File: config.mk
export PLATFORM = sky130hd
export DESIGN_NAME = clint_access_unit
export DESIGN_NICKNAME = d
export VERILOG_FILES = /design/src/rtl/clint_access_unit.sv
export SDC_FILE = /design/constraint.sdc
export NUM_CORES = 1
export LEC_CHECK = 0
export ABC_AREA = 1
export BUFFER_PORTS_ARGS = -buffer_cell sky130_fd_sc_hd__buf_2
export CORE_MARGIN = 2
export CORE_UTILIZATION = 40
export DETAILED_ROUTE_END_ITERATION = 7
export PLACE_DENSITY = 0.71
export SLEW_MARGIN = 5
export SYNTH_ARGS = -nofsm -noshare
export SYNTH_HDL_FRONTEND = slang
export SYNTH_SLANG_ARGS = --single-unit
File: constraint.sdc
create_clock -name i_clk -period 4.2 [get_ports i_clk]
set_input_delay 0.63 -clock i_clk [delete_from_list [all_inputs] [get_ports i_clk]]
set_output_delay 0.63 -clock i_clk [all_outputs]
set_load 0.02 [all_outputs]
File: src/rtl/clint_access_unit.sv
`default_nettype none
// ============================================================================
// Module   : clint_access_unit
// Purpose  : Core-side initiator for the CLINT memory-mapped register port.
//            Accepts LSU load/store requests, decodes the CLINT address
//            window, runs CLINT reads/writes (read-modify-write for sub-word
//            stores) and returns a response. Also registers the CLINT
//            machine-timer interrupt for the CSR unit.
// Ports    : i_clk, i_rst            clock, async active-high reset
//            i_req_*, o_req_ready    LSU request channel (valid/ready)
//            o_resp_*, i_resp_ready  LSU response channel (valid/ready)
//            o_clint_*, i_clint_rdata CLINT MMR port (word-aligned offset)
//            i_clint_mtip, o_mtip    timer interrupt in / registered out
// Revision : 1.0 - initial release
// ============================================================================
module clint_access_unit #(
    parameter int              XLEN           = 32,
    parameter logic [XLEN-1:0] CLINT_BASE     = 32'h0200_0000,
    parameter logic [XLEN-1:0] CLINT_MEM_SIZE = 32'h0000_C000,
    localparam int             AW             = $clog2(CLINT_MEM_SIZE)
) (
    input  logic            i_clk,
    input  logic            i_rst,
    input  logic            i_req_valid,
    output logic            o_req_ready,
    input  logic [XLEN-1:0] i_req_addr,
    input  logic            i_req_we,
    input  logic [3:0]      i_req_be,
    input  logic [XLEN-1:0] i_req_wdata,
    output logic            o_resp_valid,
    input  logic            i_resp_ready,
    output logic [XLEN-1:0] o_resp_rdata,
    output logic            o_resp_err,
    output logic [AW-1:0]   o_clint_addr,
    output logic            o_clint_we,
    output logic [XLEN-1:0] o_clint_wdata,
    input  logic [XLEN-1:0] i_clint_rdata,
    input  logic            i_clint_mtip,
    output logic            o_mtip
);

    localparam logic [2:0] S_IDLE = 3'd0;
    localparam logic [2:0] S_RD   = 3'd1;
    localparam logic [2:0] S_CAP  = 3'd2;
    localparam logic [2:0] S_WR   = 3'd3;
    localparam logic [2:0] S_RESP = 3'd4;

    localparam logic [XLEN-1:0] C_END = CLINT_BASE + CLINT_MEM_SIZE;

    logic [2:0]      state_q, state_d;
    logic            we_q;
    logic [3:0]      be_q;
    logic            err_q;
    logic [XLEN-1:0] data_q;      // store data at accept, then read/merged word
    logic [AW-1:0]   clint_addr_q;
    logic            mtip_q;

    logic [XLEN-1:0] w_off;
    logic            w_err;
    logic            w_accept;
    logic [XLEN-1:0] w_merged;

    assign w_off    = i_req_addr - CLINT_BASE;
    assign w_err    = (i_req_addr < CLINT_BASE) || (i_req_addr >= C_END) ||
                      (i_req_be == 4'b0000);
    assign w_accept = i_req_valid && (state_q == S_IDLE);

    // Only the in-window word offset bits are meaningful.
    logic w_unused_off;
    assign w_unused_off = &{1'b0, w_off[XLEN-1:AW], w_off[1:0]};

    // Byte merge for sub-word stores: enabled lanes from the store data,
    // the rest from the word just read back from the CLINT.
    always_comb begin
        w_merged = i_clint_rdata;
        for (int i = 0; i < 4; i++) begin
            if (be_q[i]) begin
                w_merged[8*i +: 8] = data_q[8*i +: 8];
            end
        end
    end

    // ---------------- FSM: state register ----------------
    always_ff @(posedge i_clk or posedge i_rst) begin
        if (i_rst) begin
            state_q <= S_IDLE;
        end else begin
            state_q <= state_d;
        end
    end

    // ---------------- FSM: next state ----------------
    always_comb begin
        state_d = state_q;
        case (state_q)
            S_IDLE: begin
                if (w_accept) begin
                    if (w_err) begin
                        state_d = S_RESP;
                    end else if (i_req_we && (i_req_be == 4'b1111)) begin
                        state_d = S_WR;
                    end else begin
                        state_d = S_RD;   // loads and partial stores read first
                    end
                end
            end
            S_RD:   state_d = S_CAP;
            S_CAP:  state_d = we_q ? S_WR : S_RESP;
            S_WR:   state_d = S_RESP;
            S_RESP: begin
                if (i_resp_ready) begin
                    state_d = S_IDLE;
                end
            end
            default: state_d = S_IDLE;
        endcase
    end

    // ---------------- FSM: outputs ----------------
    always_comb begin
        o_req_ready   = (state_q == S_IDLE);
        o_resp_valid  = (state_q == S_RESP);
        o_resp_err    = (state_q == S_RESP) && err_q;
        o_resp_rdata  = '0;
        o_clint_we    = (state_q == S_WR);
        o_clint_wdata = '0;
        if ((state_q == S_RESP) && !we_q && !err_q) begin
            o_resp_rdata = data_q;
        end
        if (state_q == S_WR) begin
            o_clint_wdata = data_q;
        end
    end

    assign o_clint_addr = clint_addr_q;
    assign o_mtip       = mtip_q;

    // ---------------- Datapath registers ----------------
    always_ff @(posedge i_clk or posedge i_rst) begin
        if (i_rst) begin
            we_q         <= 1'b0;
            be_q         <= 4'b0000;
            err_q        <= 1'b0;
            data_q       <= '0;
            clint_addr_q <= '0;
        end else begin
            if (w_accept) begin
                we_q   <= i_req_we;
                be_q   <= i_req_be;
                err_q  <= w_err;
                data_q <= i_req_wdata;
                // Erroring requests never touch the CLINT, so the address
                // bus keeps its previous value for them.
                if (!w_err) begin
                    clint_addr_q <= {w_off[AW-1:2], 2'b00};
                end
            end else if (state_q == S_CAP) begin
                data_q <= we_q ? w_merged : i_clint_rdata;
            end
        end
    end

    always_ff @(posedge i_clk or posedge i_rst) begin
        if (i_rst) begin
            mtip_q <= 1'b0;
        end else begin
            mtip_q <= i_clint_mtip;
        end
    end

endmodule
`default_nettype wire

Yosys cells after proc, flatten, opt, wreduce, memory -nomap -nowiden
Cells that the tools add are included.
Widths: inputs -> output; s select.

storage, ports and cells
  flip-flop bits (word level) = 56
  bits of input ports = 106
  output and inout bits = 85

cells by class
  $add $sub $neg = 1
  magnitude comparators = 2
  equality and inequality tests = 11
  muxes and demuxes = 15
  bitwise logic cells = 1
  reduce and logical (&&, ||, !) cells = 18

operator list
  kind                   number
  $mux 32                5
  $ge 32x26->1 const B   1
  $lt 32x26->1 const B   1
  $mux 8                 4
  $sub 16x1->16 const B  1
  $pmux 3 s5             1
  $mux 3                 4
  $ne 3x2->1 const B     4
  $reduce_and 2->1       6
  $eq 3x2->1 const B     2
  $logic_and 1x1->1      5
  $eq 4x4->1 const B     1
  $logic_not 4->1        1
  $ne 2x1->1 const B     2
  $eq 3x1->1 const B     1
  $eq 3x3->1 const B     1
  $logic_not 3->1        1
  $logic_not 1->1        2
  $logic_or 1x1->1       2
  $mux 2                 1
  $reduce_bool 2->1      1
  $not 1->1              1

Longest topological paths before layout
  word-level depth = 6
  gate-level depth with buffers = 9

Worst setup path before layout
No wires, ideal clock.

  path type = flip-flop to output port
  start = register state_q[0]
  end = output o_resp_rdata[10]
  data arrival time = 1.794 ns
  data required time = 3.570 ns
  path slack = 1.776 ns
  stages on the path, launching flop included = 5
  path buffers = 1
  cell sequence = dfrtp_1 > nor3_1 > nand3_1 > buf_2 > nor2_1

on the way
  cells in the longest elaborated chain, start to end = 4

RTL lines
  what                             line  RTL
  start, declared                  50    logic [2:0] state_q, state_d;
  start signal, assigned           88    state_q <= state_d;
  $eq 3x3->1                       --
  net o_resp_valid                 30    output logic o_resp_valid,
  $logic_and 1x1->1 (2 in series)  127   if ((state_q == S_RESP) && !we_q && !err_q) begin
  $mux 32                          127
  end, declared                    32    output logic [XLEN-1:0] o_resp_rdata,

The timed path passes the listed nets, and every way through them passes these cells.

Worst setup path in the final report
  start = register state_q[0]
  end = output o_resp_rdata[20]

on the way
  cells in the longest elaborated chain, start to end = 4

RTL lines
  what                             line
  $eq 3x3->1                       127
  $logic_and 1x1->1 (2 in series)  127
  $mux 32                          127

Every way passes these cells.

==> flow_summary.toml <==
[detailed_routing]
viasPerCell = 4.72
routed_wl_mm = 8.92
route.detailed.drc = 0
vias = 3442
dr.pass1.iters = 4
wire_per_inst_um = 12.2
drt_iter0_markers = 123
drtAntennaViolNets = 0

[timing]
worst_pin_slew_ns = 1.15
rsz0062_at_grt = "no"
fmax_mhz = 362
fin_crit_sh_pct = 65.8
clock_skew_ns = 0.00813
setup_viol = 0
max_slew_margin_pct = 23.4
period_minus_slack_ns = 2.76
holdWs_ns = 0.420
fin_tns_setup_ns = 0
slew_violations = 0
hold_violations = 0
worst_slack_ns = 1.44

[clock_tree]
post_cts_resized = 0
cts_root_buf = "clkbuf_8"
cts_sinks = 56
numCtsBuffers = 5
post-cts-setup-buffers = 0
cts_tree = "done"
htreeDepth = 2
cts.clk_slew.worst_paths_ns = 0.10
cts.path.max_buffers = 2
holdBufCountCts = 0
clk_latency_ns = 0.30

[logic_synthesis]
synthCells = 454
yosys.cell_types.count = 28
yosysWarnings = 0
ys_ff_latch = 56
syn_area_mm2 = 0.00323
synth-seq-area-share_pct = 43.4
avgSynthCellArea_um2 = 7.11

[global_routing]
grt_pass1_vias = 3117
grt_pass1_wl_mm = 13.8
antenna_found_initial = 1
grt.total_usage_pct = 19.6
grt_max_degree = 57
grt-ovfl-total = 0

[power]
ir_drop_v = 0.000272
p_leak_nw = 2.52
p_per_area_mw_per_mm2 = 408

[die]
coreArea_mm2 = 0.00777
dieHeight_um = 93.9
die_w_um = 93.9
std_cell_rows = 32
start_util_pct = 41.6
die-area_mm2 = 0.00881
io_pins = 191

[worst_setup_path]
crit_type = "register to primary output"
worstPathMaxFanout = 24
worstSetupEndpointType = "primary output"
start_kind = "register"
critPathRequiredTime_ns = 3.57
crit_arrival_ns = 2.13

[cells_and_area]
area_growth_syn_to_layout_pct = 31.9
final_util_pct = 54.8
fin_nets = 732
drive_gt1_share_pct = 38.1

[placed_design]
pre_cts_slack_ns = 1.70
gp_congestion = 0.733
io_buffer_count = 186
dp.final_hpwl_mm = 6.67

[flow_run]
cap_viol_max_count = 0

[worst_hold_path]
hp-class = "primary input to register"

[outcome]
status = "completed"
-- cell usage in the layout (no fill, tap or decap), types with 2 or more instances in the layout --
cell type and count:
nand3_1 20, inv_1 47, a21oi_1 4, nand4_1 2, conb_1 2, o21ai_0 58, clkinvlp_4 2, clkbuf_8 6
buf_4 2, dfrtp_1 56, inv_2 5, a21oi_4 3, or2_2 30, o21ai_1 10, buf_2 186, nand2_1 95
nor2_1 88, or2_1 3
-- layout make-up --
type,count,area [µm²]
multi-input combinational,323,1490
clock buffer,6,82.6
fill,798,3510
inverter,52,195
antenna,1,2.50
clock inverter,2,15.0
sequential,56,1400
tap,102,128
timing repair buffer,188,946
-- logic make-up after synthesis --
logic type	Yosys count	share of synthesized area (%)
flops	56	43.4
buf+inv	76	10.6
compound gates	76	12.9
simple gates	245	33.0
other cells	1	0.116
-- through the flow --
step,area (µm²),std cells,power (mW)
after floorplan,3230,455,1.28
after global placement,4160,721,1.42
after detailed placement,4160,721,1.45
after CTS,4260,729,1.76
after global routing,4260,730,1.90
final,4260,730,1.74
-- critical path, stage by stage (launching register included) --
cell	delay, ns
dfrtp_1	0.45
nor3_1	0.32
nand3_1	0.38
buf_4	0.36
nor2_1	0.13
buf_2	0.18
-- registers in the layout, summed over array words and instances (netlist names) --
signal        cells
o_mtip            1
o_clint_addr     14
data_q           32
state_q           3
err_q             1
we_q              1
be_q              4
-- power by group --
group | internal [mW] | switching (mW) | leakage (nW)
Sequential | 0.718 | 0.0979 | 0.707
Clock | 0.134 | 0.175 | 0.0434
Combinational | 0.215 | 0.398 | 1.77
Total | 1.07 | 0.670 | 2.52
-- cell usage after synthesis (all sizes together) --
cell type  instances  area share [%]
a21oi              8             2.4
and2               1            0.19
buf               16             3.4
clkbuf             8             1.1
conb               1            0.12
dfrtp             56              43
inv               52             6.0
nand2             96              11
nand3             21             3.6
nand4              2            0.39
nor2              90              11
nor3               1            0.15
nor4               1            0.19
o21ai             68              11
or2               33             6.4
-- layer usage --
layer | up-vias | GRT usage [%] | wire, µm
li1 | 1738 | - | -
met1 | 1547 | 22.8 | 3640
met2 | 149 | 35.1 | 4230
met3 | 8 | 5.86 | 916
met4 | 0 | 5.19 | 123
met5 | - | 0 | 0
-- worst paths after layout --
path                                     to  depth (start not counted)            start  slack [ns]
setup / recovery           o_resp_rdata[20]                          5       state_q[0]        1.44
hold / removal                       o_mtip                          1     i_clint_mtip        0.42
setup reg to reg                 data_q[13]                          6       state_q[1]        2.14
hold reg to reg             o_clint_addr[7]                          2  o_clint_addr[7]        0.49
max in group asynchronous        data_q[21]                          3            i_rst        3.21
min in group asynchronous   o_clint_addr[9]                          3            i_rst        0.50
Note: power is estimated with default switching activity, not from simulation.
